`config.mk`:
```
export PLATFORM = sky130hd
export DESIGN_NAME = bram_initiator
export DESIGN_NICKNAME = d
export VERILOG_FILES = /design/src/rtl/bram_initiator_pkg.sv /design/src/rtl/bram_req_slot.sv /design/src/rtl/bram_initiator.sv
export SDC_FILE = /design/constraint.sdc
export NUM_CORES = 1
export LEC_CHECK = 0
export CORE_MARGIN = 2
export CORE_UTILIZATION = 55
export CTS_CLUSTER_DIAMETER = 60
export DETAILED_ROUTE_END_ITERATION = 7
export PLACE_DENSITY = 0.95
export RECOVER_POWER = 50
export SYNTH_ARGS = -nofsm -noshare
export SYNTH_HDL_FRONTEND = slang
export SYNTH_HIERARCHICAL = 1
export SYNTH_SLANG_ARGS = --single-unit
```
`constraint.sdc`:
```
create_clock -name clk -period 4.9 [get_ports clk]
set_input_delay 0.98 -clock clk [delete_from_list [all_inputs] [get_ports clk]]
set_output_delay 0.98 -clock clk [all_outputs]
set_load 0.005 [all_outputs]
```
`src/rtl/bram_initiator_pkg.sv`:
```
// Shared types and defaults for the bram requester-side master.
package bram_initiator_pkg;

  localparam int unsigned DefaultTimeout = 64;
  localparam int unsigned DefaultCntW    = 7;

  typedef enum logic [1:0] {
    StIdle,
    StIssue,
    StWait
  } state_e;

  typedef enum logic {
    PortImem = 1'b0,
    PortDmem = 1'b1
  } port_e;

  typedef struct packed {
    logic        valid;
    logic        instr;
    logic [31:0] addr;
    logic [31:0] wdata;
    logic [3:0]  wstrb;
  } req_slot_t;

  // Round-robin pick: a lone pending port wins; a tie goes to the port not granted last.
  function automatic port_e arbitrate(input logic imem_pend, input logic dmem_pend,
                                      input port_e last);
    if (imem_pend && dmem_pend) begin
      return (last == PortImem) ? PortDmem : PortImem;
    end else if (dmem_pend) begin
      return PortDmem;
    end else begin
      return PortImem;
    end
  endfunction

endpackage

```
`src/rtl/bram_req_slot.sv`:
```
// Single-entry request holding register; flags requests that arrive while occupied.
module bram_req_slot
  import bram_initiator_pkg::*;
(
  input  logic        clk_i,
  input  logic        rst_i,
  input  logic        req_i,
  input  logic        instr_i,
  input  logic [31:0] addr_i,
  input  logic [31:0] wdata_i,
  input  logic [3:0]  wstrb_i,
  input  logic        clear_i,
  output req_slot_t   slot_o,
  output logic        overrun_o
);

  req_slot_t slot_d, slot_q;

  // Capture into an empty slot; a request hitting an occupied slot is dropped.
  always_comb begin
    slot_d    = slot_q;
    overrun_o = 1'b0;
    if (clear_i) begin
      slot_d.valid = 1'b0;
    end
    if (req_i) begin
      if (slot_q.valid) begin
        // Still occupied even if it is being answered this cycle.
        overrun_o = 1'b1;
      end else begin
        slot_d.valid = 1'b1;
        slot_d.instr = instr_i;
        slot_d.addr  = addr_i;
        slot_d.wdata = wdata_i;
        slot_d.wstrb = wstrb_i;
      end
    end
  end

  // Slot register.
  always_ff @(posedge clk_i or posedge rst_i) begin
    if (rst_i) begin
      slot_q <= '0;
    end else begin
      slot_q <= slot_d;
    end
  end

  assign slot_o = slot_q;

endmodule

```
`src/rtl/bram_initiator.sv`:
```
// Arbitrates fetch and load/store requests onto a single-port bram with response timeout.
module bram_initiator
  import bram_initiator_pkg::*;
#(
  parameter int unsigned TIMEOUT = DefaultTimeout,
  parameter int unsigned CNT_W   = DefaultCntW
) (
  input  logic        clk,
  input  logic        rst,
  input  logic        imem_valid,
  input  logic [31:0] imem_addr,
  output logic [31:0] imem_rdata,
  output logic        imem_ready,
  input  logic        dmem_valid,
  input  logic [31:0] dmem_addr,
  input  logic [31:0] dmem_wdata,
  input  logic [3:0]  dmem_wstrb,
  output logic [31:0] dmem_rdata,
  output logic        dmem_ready,
  output logic        bram_valid,
  output logic        bram_instr,
  output logic [31:0] bram_addr,
  output logic [31:0] bram_wdata,
  output logic [3:0]  bram_wstrb,
  input  logic [31:0] bram_rdata,
  input  logic        bram_ready,
  output logic        err_timeout,
  output logic        err_overrun
);

  localparam logic [CNT_W-1:0] CntLast = CNT_W'(TIMEOUT - 1);

  state_e            state_d, state_q;
  port_e             grant_d, grant_q;
  port_e             last_d, last_q;
  logic [CNT_W-1:0]  cnt_d, cnt_q;
  logic              bram_valid_d, bram_valid_q;
  logic              bram_instr_d, bram_instr_q;
  logic [31:0]       bram_addr_d, bram_addr_q;
  logic [31:0]       bram_wdata_d, bram_wdata_q;
  logic [3:0]        bram_wstrb_d, bram_wstrb_q;
  logic              err_timeout_d, err_timeout_q;
  logic              err_overrun_d, err_overrun_q;

  req_slot_t         imem_slot, dmem_slot, sel;
  logic              imem_ovr, dmem_ovr, imem_clr, dmem_clr;
  logic              pend_i, pend_d, arb, resp;
  logic [31:0]       resp_data;

  bram_req_slot u_imem_slot (
    .clk_i     (clk),
    .rst_i     (rst),
    .req_i     (imem_valid),
    .instr_i   (1'b1),
    .addr_i    (imem_addr),
    .wdata_i   (32'h0),
    .wstrb_i   (4'h0),
    .clear_i   (imem_clr),
    .slot_o    (imem_slot),
    .overrun_o (imem_ovr)
  );

  bram_req_slot u_dmem_slot (
    .clk_i     (clk),
    .rst_i     (rst),
    .req_i     (dmem_valid),
    .instr_i   (1'b0),
    .addr_i    (dmem_addr),
    .wdata_i   (dmem_wdata),
    .wstrb_i   (dmem_wstrb),
    .clear_i   (dmem_clr),
    .slot_o    (dmem_slot),
    .overrun_o (dmem_ovr)
  );

  // Next-state, grant, bram register loads and response routing.
  always_comb begin
    state_d       = state_q;
    grant_d       = grant_q;
    last_d        = last_q;
    cnt_d         = cnt_q;
    bram_valid_d  = 1'b0;
    bram_instr_d  = bram_instr_q;
    bram_addr_d   = bram_addr_q;
    bram_wdata_d  = bram_wdata_q;
    bram_wstrb_d  = bram_wstrb_q;
    err_timeout_d = err_timeout_q;
    err_overrun_d = err_overrun_q | imem_ovr | dmem_ovr;
    imem_ready    = 1'b0;
    imem_rdata    = 32'h0;
    dmem_ready    = 1'b0;
    dmem_rdata    = 32'h0;
    imem_clr      = 1'b0;
    dmem_clr      = 1'b0;
    pend_i        = imem_slot.valid;
    pend_d        = dmem_slot.valid;
    arb           = 1'b0;
    resp          = 1'b0;
    resp_data     = 32'h0;
    sel           = imem_slot;

    unique case (state_q)
      StIdle: begin
        arb = pend_i | pend_d;
      end
      StIssue: begin
        state_d = StWait;
        cnt_d   = '0;
      end
      StWait: begin
        if (bram_ready) begin
          resp      = 1'b1;
          resp_data = bram_rdata;
        end else if (cnt_q == CntLast) begin
          // Forced error response; data stays zero.
          resp          = 1'b1;
          err_timeout_d = 1'b1;
        end else begin
          cnt_d = cnt_q + CNT_W'(1);
        end
        if (resp) begin
          if (grant_q == PortImem) begin
            imem_ready = 1'b1;
            imem_rdata = resp_data;
            imem_clr   = 1'b1;
            pend_i     = 1'b0;
          end else begin
            dmem_ready = 1'b1;
            dmem_rdata = resp_data;
            dmem_clr   = 1'b1;
            pend_d     = 1'b0;
          end
          state_d = StIdle;
          arb     = pend_i | pend_d;
        end
      end
      default: state_d = StIdle;
    endcase

    if (arb) begin
      grant_d      = arbitrate(pend_i, pend_d, last_q);
      last_d       = grant_d;
      sel          = (grant_d == PortImem) ? imem_slot : dmem_slot;
      state_d      = StIssue;
      bram_valid_d = 1'b1;
      bram_instr_d = sel.instr;
      bram_addr_d  = sel.addr;
      bram_wdata_d = sel.wdata;
      bram_wstrb_d = sel.wstrb;
    end
  end

  // State and registered bram outputs.
  always_ff @(posedge clk or posedge rst) begin
    if (rst) begin
      state_q       <= StIdle;
      grant_q       <= PortImem;
      last_q        <= PortImem;
      cnt_q         <= '0;
      bram_valid_q  <= 1'b0;
      bram_instr_q  <= 1'b0;
      bram_addr_q   <= 32'h0;
      bram_wdata_q  <= 32'h0;
      bram_wstrb_q  <= 4'h0;
      err_timeout_q <= 1'b0;
      err_overrun_q <= 1'b0;
    end else begin
      state_q       <= state_d;
      grant_q       <= grant_d;
      last_q        <= last_d;
      cnt_q         <= cnt_d;
      bram_valid_q  <= bram_valid_d;
      bram_instr_q  <= bram_instr_d;
      bram_addr_q   <= bram_addr_d;
      bram_wdata_q  <= bram_wdata_d;
      bram_wstrb_q  <= bram_wstrb_d;
      err_timeout_q <= err_timeout_d;
      err_overrun_q <= err_overrun_d;
    end
  end

  assign bram_valid  = bram_valid_q;
  assign bram_instr  = bram_instr_q;
  assign bram_addr   = bram_addr_q;
  assign bram_wdata  = bram_wdata_q;
  assign bram_wstrb  = bram_wstrb_q;
  assign err_timeout = err_timeout_q;
  assign err_overrun = err_overrun_q;

endmodule

```
; ---- Word-level counts from Yosys, hierarchy flattened
; Cells that the tools add are included.
[classes]
n_bitwise = 7
eq_ne = 7
addsub = 1
n_mux = 49
reduce_logical = 8
[ops]
columns = cell, n
row1 = two-way mux 70 bit, 4
row2 = two-way mux 32 bit, 7
row3 = two-way mux 69 bit, 1
row4 = two-way mux 1 bit, 30
row5 = two-way mux 7 bit, 2
row6 = case mux 7 bit (2 select lines), 1
row7 = adder 7 x 1 -> 7 bit (second input constant), 1
row8 = equality test 7 x 6 -> 1 bit (second input constant), 1
row9 = != test 2 bit (second input constant), 3
row10 = case mux 2 bit (3 select lines), 1
row11 = AND reduction 2 bit, 3
row12 = AND reduction 3 bit, 2
row13 = two-way mux 2 bit, 2
row14 = OR 1 bit, 4
row15 = != test 3 bit (second input constant), 1
row16 = inverter 1 bit, 3
row17 = equality test 2 x 1 -> 1 bit (second input constant), 1
row18 = equality test 2 bit (second input constant), 1
row19 = logical NOT 2 bit, 1
row20 = case mux 1 bit (2 select lines), 1
row21 = nonzero test 2 bit, 1
row22 = logical AND 1 bit, 1
[word_totals]
wordCells = 89
output_inout_bits = 138
reg_bits = 185
inputBits = 137

; ---- Logic depth before layout (Yosys ltp)
; Gate-level depths: netlist of the first run.
[depth]
ltp_word = 12
ltp_mapped = 8
depth_no_buf = 5

; ---- By module
; Netlist of the first run, hierarchy kept.
[modules_own_cells]
columns = mod, cells_each, n_inst, area_each_um2, seq_area_each_um2
row1 = bram_initiator, 759, 1, 6068.3, 2052.0
row2 = bram_req_slot, 152, 2, 2666.3, 1751.7

; ---- Worst setup path before layout of the first run
; Ideal clock, no wire load.
[synth_timing]
path_kind = input to output
startpoint = in bram_ready
endpoint = out dmem_ready
setup_slack_ns = 2.156
required_time_ns = 3.920
n_path_buf = 2
stages = 5
arrival_ns = 1.764
path_cell_list = inv_1 > o21a_1 > buf_2 > buf_1 > nor2_1
[synth_between]
elab_chain_cells = 4
[synth_rtl]
columns = item, line
row1 = from (decl), bram_initiator.sv:26  ; input logic bram_ready,
row2 = two-way mux 1 bit, bram_initiator.sv:111  ; if (bram_ready) begin
row3 = two-way mux 1 bit, bram_initiator.sv:102  ; unique case (state_q)
row4 = two-way mux 1 bit, bram_initiator.sv:121  ; if (resp) begin
row5 = two-way mux 1 bit, bram_initiator.sv:102
row6 = to (decl), bram_initiator.sv:19  ; output logic dmem_ready,
; Every way passes these cells. The select of a mux whose other input is x is not followed.

==> out/results.ini, run 1 <==
[grt]
top_usage_layer=met2
grt_max_degree=77
grt_pass1_wl_um=57800
met1_usage_pct=45.93
use_met2_pct=53.10
grt_overflow=0
antenna_found_initial=2
use_met3_pct=5.525
grtUsageTotal_pct=32.79
grt_pass1_vias=10290

[sta]
timing.final.crit_share_pct=81.24
finalHoldViolCount=0
drv_slew=336
clock.fmax_mhz=251.2
post-route-min-period_ns=3.981
setup-violations-final=0
relSlewSlack_pct=-76.85
fin_hold_ws_ns=0.4764
rsz0062_at_grt=no
fin_tns_setup_ns=0
worst_pin_slew_ns=2.650
skew_ns=0.01736

[power]
p_int_uw=5973
power_density_nw_per_um2=646.7
finalPower_uw=9703
comb_power_share_pct=44.6
vdd_ir_drop_max_uv=432.8
p_sw_uw=3729
switching_share_pct=38.44
pwr-share-seq_pct=36.6
clkPwrFrac_pct=18.8
p_leak_uw=0.005768

[floorplanning]
ioPinCount=275
num_rows=52
initial_core_util_pct=56.16
die_w_um=148.0
die_area_sq_um=21900
core_sq_um=20300
die_h_um=148.0

[clock_tree]
cts_buffer_depth=3
cts-root-buf=clkbuf_16
h-tree-depth=1
clk_latency_ns=0.52
path_clk_slew_ns=0.06
numCtsBuffers=25
hold_buffers=0
cts.sinks=222
cts_tree=built
cts_setup_buffers=0
cts-resized-gates=0

[routing]
ant_nets=0
dr.pass1.iters=6
wl_per_cell_um=23.05
vias_per_cell=6.620
drc=0
dr_total_vias=10460
wirelength_um=36430
first_iter_violations=1141

[setup_path]
timing.rr.end=cnt_q[5]
startpoint=last_q
crit_path_max_fanout=36
reg2reg_slack_ns=1.32
cp.arrival_ns=3.00
critPathKind=flop to primary output
crit_path_end_kind=primary output
start_kind=flop
r2r_start=state_q[1]
rr_worst_depth=5
crit_required_ns=3.92

[synth]
synth_area_sq_um=11400
synth_edf_count=0
syn_area_per_cell_sq_um=10.73
yosys.cell_types.count=40
ys_ff_latch=222
dominantRegCellSynth=dfrtp_1
synth_seq_area_share_pct=48.73
syn_inst=1063
yosysWarningCount=6
async_flop_share_pct=100.0

[cells_and_area]
layout.cells.non_filler=1580
area_growth_pct=31.60
fin_nets=1429
drive_gt1_share_pct=16.06
final_util_pct=73.91
final_common_cell=clkdlybuf4s50_1
layout_common_cells=clkdlybuf4s50_1 (226), dfrtp_1 (221), a31oi_1 (139)

[placement]
hpwl_um=21710
port-buffer-count=274
gp_congestion=0.7803
dp_cells=1534

[status]
violations=max-capacitance violations, max-slew violations
status=complete, but fails checks

[min_path]
holdPathStages=1
min_to=err_timeout
hold_path_class=flop to flop
hp-start=err_timeout

[run]
cap_violations=7

[cell type report]
cell class	count	area [sq um]
Tap cell	270	337.8
Inverter	6	25.02
Sequential cell	222	5557
Timing Repair Buffer	292	2874
Clock inverter	11	91.34
Multi-Input combinational cell	744	5408
Fill cell	1328	5296
Antenna cell	2	5.005
Clock buffer	33	705.7
[state kept, by name (all words and copies together), names as in the netlist]
name                flops
bram_wstrb              4
bram_instr              1
bram_valid              1
err_timeout             1
state_q                 2
u_imem_slot/slot_o     70
bram_addr              32
bram_wdata             32
u_dmem_slot/slot_o     70
err_overrun             1
last_q                  1
cnt_q                   7
[Yosys cell counts (all sizes together), types with 3 or more instances]
cell | n | area (sq um)
a21boi | 3 | 26.27
a31oi | 140 | 882.1
a41oi | 69 | 604.3
and3 | 3 | 18.77
buf | 53 | 336.6
clkbuf | 74 | 277.8
dfrtp | 222 | 5555
inv | 6 | 22.52
mux2 | 138 | 1629
nand2 | 107 | 401.6
nand3 | 7 | 35.03
nor2 | 71 | 266.5
nor2b | 3 | 18.77
o211ai | 72 | 545.5
o21ai | 3 | 15.01
o2bb2ai | 69 | 604.3
[power groups by stage]
stage	clock (uW)	combinational, uW	sequential [uW]
2_1_floorplan	0	2890	3300
3_3_place_gp	0	4100	3490
3_5_place_dp	0	4280	3550
4_1_cts	1830	4350	3540
5_1_grt	1910	4670	3660
6_report	1820	4330	3550
[worst max-delay path, cell delays in order, from the launching register on]
cell             delay [ns]
dfrtp_2                0.80
inv_1                  0.14
nand2_1                0.86
nor2_1                 0.16
clkdlybuf4s50_1        0.51
[per-stage QoR]
stage               area (sq um)  setup WS, ns
finish                     15000        0.9190
global route               15000        0.5884
CTS                        15020        0.9459
detailed placement         14220         1.111
global placement           14220         1.154
floorplan                  11540         1.812
[routing by layer]
metal | vias up | part of all wire, %
met5 | - | 0.036
met4 | 2 | 2.9
met3 | 106 | 9.8
met2 | 693 | 49
met1 | 5156 | 38
li1 | 4502 | -
[kinds of logic (layout without fill, tap and decap cells)]
group	count (synthesis)	after routing	share of synthesized area, %
multiplexers	139	139	14.38
buffers and inverters	133	342	5.586
other	2	40	0.06587
flip-flops	222	222	48.73
AO/OA/AOI/OAI	365	365	24.07
adder cells (fa/ha/maj)	1	1	0.1097
AND/OR/NAND/NOR	201	201	7.068
[worst max-delay path by stage]
stage / end / slack [ns]
floorplan: bram_addr[0] / 1.81
finish: imem_ready / 0.92
global route: u_imem_slot/slot_o[49] / 0.59
detailed placement: imem_ready / 1.11
global placement: imem_ready / 1.15
CTS: imem_ready / 0.95
Note: power is estimated with default switching activity, not from simulation.
==> inputs of run 2 (changes only) <==
CORE_UTILIZATION = 46   (was 55)
PLACE_DENSITY = 0.89   (was 0.95)
clock period = 3.4 ns   (was 4.9 ns; I/O delays follow)
==> run 2 against run 1 <==
Net effect:
- the flow still finishes with violations (max-capacitance violations, max-slew violations)
- count of clock-buffer cells in the layout down 2
- sequential cell count unchanged
- first-iteration DRC count is 5.1% higher
- wire length down 0.83%
- register-to-register slack worse by 0.62 ns
- critical endpoint is now dmem_ready
- largest cell class unchanged
==> out/results.ini, run 2 (synthesized netlist as in run 1, its figures left out) <==
[setup_path]
critical_path.cell_chain=ha_1, nand3_1, o21a_2, nor2_1, clkdlybuf4s50_1  ; was inv_1, nand2_1, nor2_1, clkdlybuf4s50_1
critPathKind=flop to primary output  ; unchanged
crit_path_end_kind=primary output  ; unchanged
start_kind=flop  ; unchanged
slowest_delay_ns=0.54  ; was 0.86 ns
crit_path_max_fanout=5  ; was 36
cp.arrival_ns=2.56  ; was 3.00 ns
cpLargestDelayFamily=buffers and inverters  ; was simple AND/OR/NAND/NOR gates
cp_num_buf_inv=1  ; was 2
crit_required_ns=2.72  ; was 3.92 ns
cp_slowest_cell=clkdlybuf4s50_1  ; was nand2_1

[grt]
grt_pass1_vias=9935  ; was 10.29k
grt_max_degree=82  ; was 77
grt_overflow=0  ; unchanged
grtUsageTotal_pct=27.03  ; was 32.79%
antenna_found_initial=2  ; unchanged
grt_pass1_wl_um=57020  ; was 57,800 um

[routing]
vias_per_cell=6.316  ; was 6.620
wirelength_um=36120  ; was 36,430 um
ant_nets=0  ; unchanged
dr.pass1.iters=5  ; was 6
wl_per_cell_um=22.05  ; was 23.05 um
drc=0  ; unchanged
first_iter_violations=1199  ; was 1,141
dr_total_vias=10350  ; was 10.46k

[clock_tree]
path_clk_slew_ns=0.07  ; was 0.06 ns
cts_buffer_depth=3  ; unchanged
cts.sinks=222  ; unchanged
cts_tree=built  ; unchanged
hold_buffers=0  ; unchanged
clk_latency_ns=0.51  ; was 0.52 ns
h-tree-depth=1  ; unchanged
cts-root-buf=clkbuf_16  ; unchanged
cts-resized-gates=0  ; unchanged
numCtsBuffers=24  ; was 25
cts_setup_buffers=0  ; unchanged

[status]
violations=max-capacitance violations, max-slew violations  ; unchanged
status=complete, but fails checks  ; unchanged

[floorplanning]
num_rows=57  ; was 52
die_w_um=161.4  ; was 148.0 um
ioPinCount=275  ; unchanged
die_area_sq_um=26060  ; was 21,900 sq um
initial_core_util_pct=46.88  ; was 56.16%
core_sq_um=24320  ; was 20,300 sq um
die_h_um=161.4  ; was 148.0 um

[cells_and_area]
drive_gt1_share_pct=15.23  ; was 16.06%
final_util_pct=61.78  ; was 73.91%
area_growth_pct=31.78  ; was 31.60%
layout_common_cells=clkdlybuf4s50_1 (270), dfrtp_1 (221), a31oi_1 (139)  ; was clkdlybuf4s50_1 (226), dfrtp_1 (221), a31oi_1 (139)
fin_area_sq_um=15020  ; was 15,000 sq um
fin_nets=1436  ; was 1,429
ff_latch_area_sq_um=5557  ; unchanged
multi_input_area_sq_um=5349  ; was 5408 sq um
final_common_cell=clkdlybuf4s50_1  ; unchanged
fillerInstances=1914  ; was 1,328

[sta]
fin_hold_ws_ns=0.4735  ; was 0.4764 ns
clock.fmax_mhz=308.8
setup-violations-final=0  ; unchanged
timing.final.crit_share_pct=95.26
fin_ws_ns=0.1611  ; was 0.9190 ns
rsz0062_at_grt=no  ; unchanged
worst_pin_slew_ns=2.024  ; was 2.650 ns
finalHoldViolCount=0  ; unchanged
skew_ns=0.01078  ; was 0.01736 ns
post-route-min-period_ns=3.239
drv_slew=185  ; was 336
relSlewSlack_pct=-35.09  ; was -76.85%
fin_tns_setup_ns=0  ; unchanged

[run]
cap_violations=5  ; was 7

[placement]
place_ws_ns=0.6294  ; was 1.111 ns
port-buffer-count=274  ; unchanged
hpwl_um=22020  ; was 21,710 um
gp_congestion=0.7780  ; was 0.7803
placedInstanceArea_sq_um=14380  ; was 14,220 sq um

[power]
p_leak_uw=0.005736  ; was 0.005768 uW
vdd_ir_drop_max_uv=480.8  ; was 432.8 uV
power_density_nw_per_um2=924.6  ; was 646.7 nW/um^2

[min_path]
hold_path_class=flop to flop  ; unchanged

==> run 2: cell types whose count changed in the layout (fill, tap and decap cells not counted), moves of 2 or more <==
cell,previous run,this run
buf_4,13,20
inv_6,3,1
clkbuf_1,4,6
mux2_4,20,8
mux2_1,1,13
clkbuf_8,5,2
clkdlybuf4s50_1,226,270
dlygate4sd3_1,47,3
==> run 2: final timing paths <==
check                            start                      to  slack [ns]  cells after the start
setup reg to reg            state_q[0]           bram_wdata[9]        0.70                      6
setup / recovery              cnt_q[0]              dmem_ready        0.16                      5
hold reg to reg            err_overrun             err_overrun        0.47                      1
min in group asynchronous          rst  u_imem_slot/slot_o[16]        1.06                      2
hold / removal             err_overrun             err_overrun        0.47                      1
max in group asynchronous          rst           bram_addr[12]        0.42                      3
==> run 2: final cells by class <==
cell class	count	area share [%]
multi-input cells	744	35.60
diodes	1	0.01666
inverters	6	0.1666
flip-flops and latches	222	36.98
repair buffers	300	19.52
clock buffers	31	4.447
clock inverters	10	0.5663
well taps	324	2.698
==> run 2: metal layers <==
metal	track usage (%)	wire (um)
met4	5.519	712
met2	44.27	17590
met1	37.84	14710
met3	4.982	3102
met5	0	11
==> run 2: per-stage QoR <==
step           instances  power [uW]
2_1_floorplan       1099        8923
3_3_place_gp        1596       11030
3_5_place_dp        1596       11360
4_1_cts             1637       13960
5_1_grt             1637       14710
6_report            1638       13890
==> run 2: where the power goes <==
part           total, uW  leakage [uW]  internal, uW  switching, uW
Sequential          5010       0.00264          3990           1020
Clock               2530      0.000379          1460           1070
Combinational       6350       0.00271          3150           3200
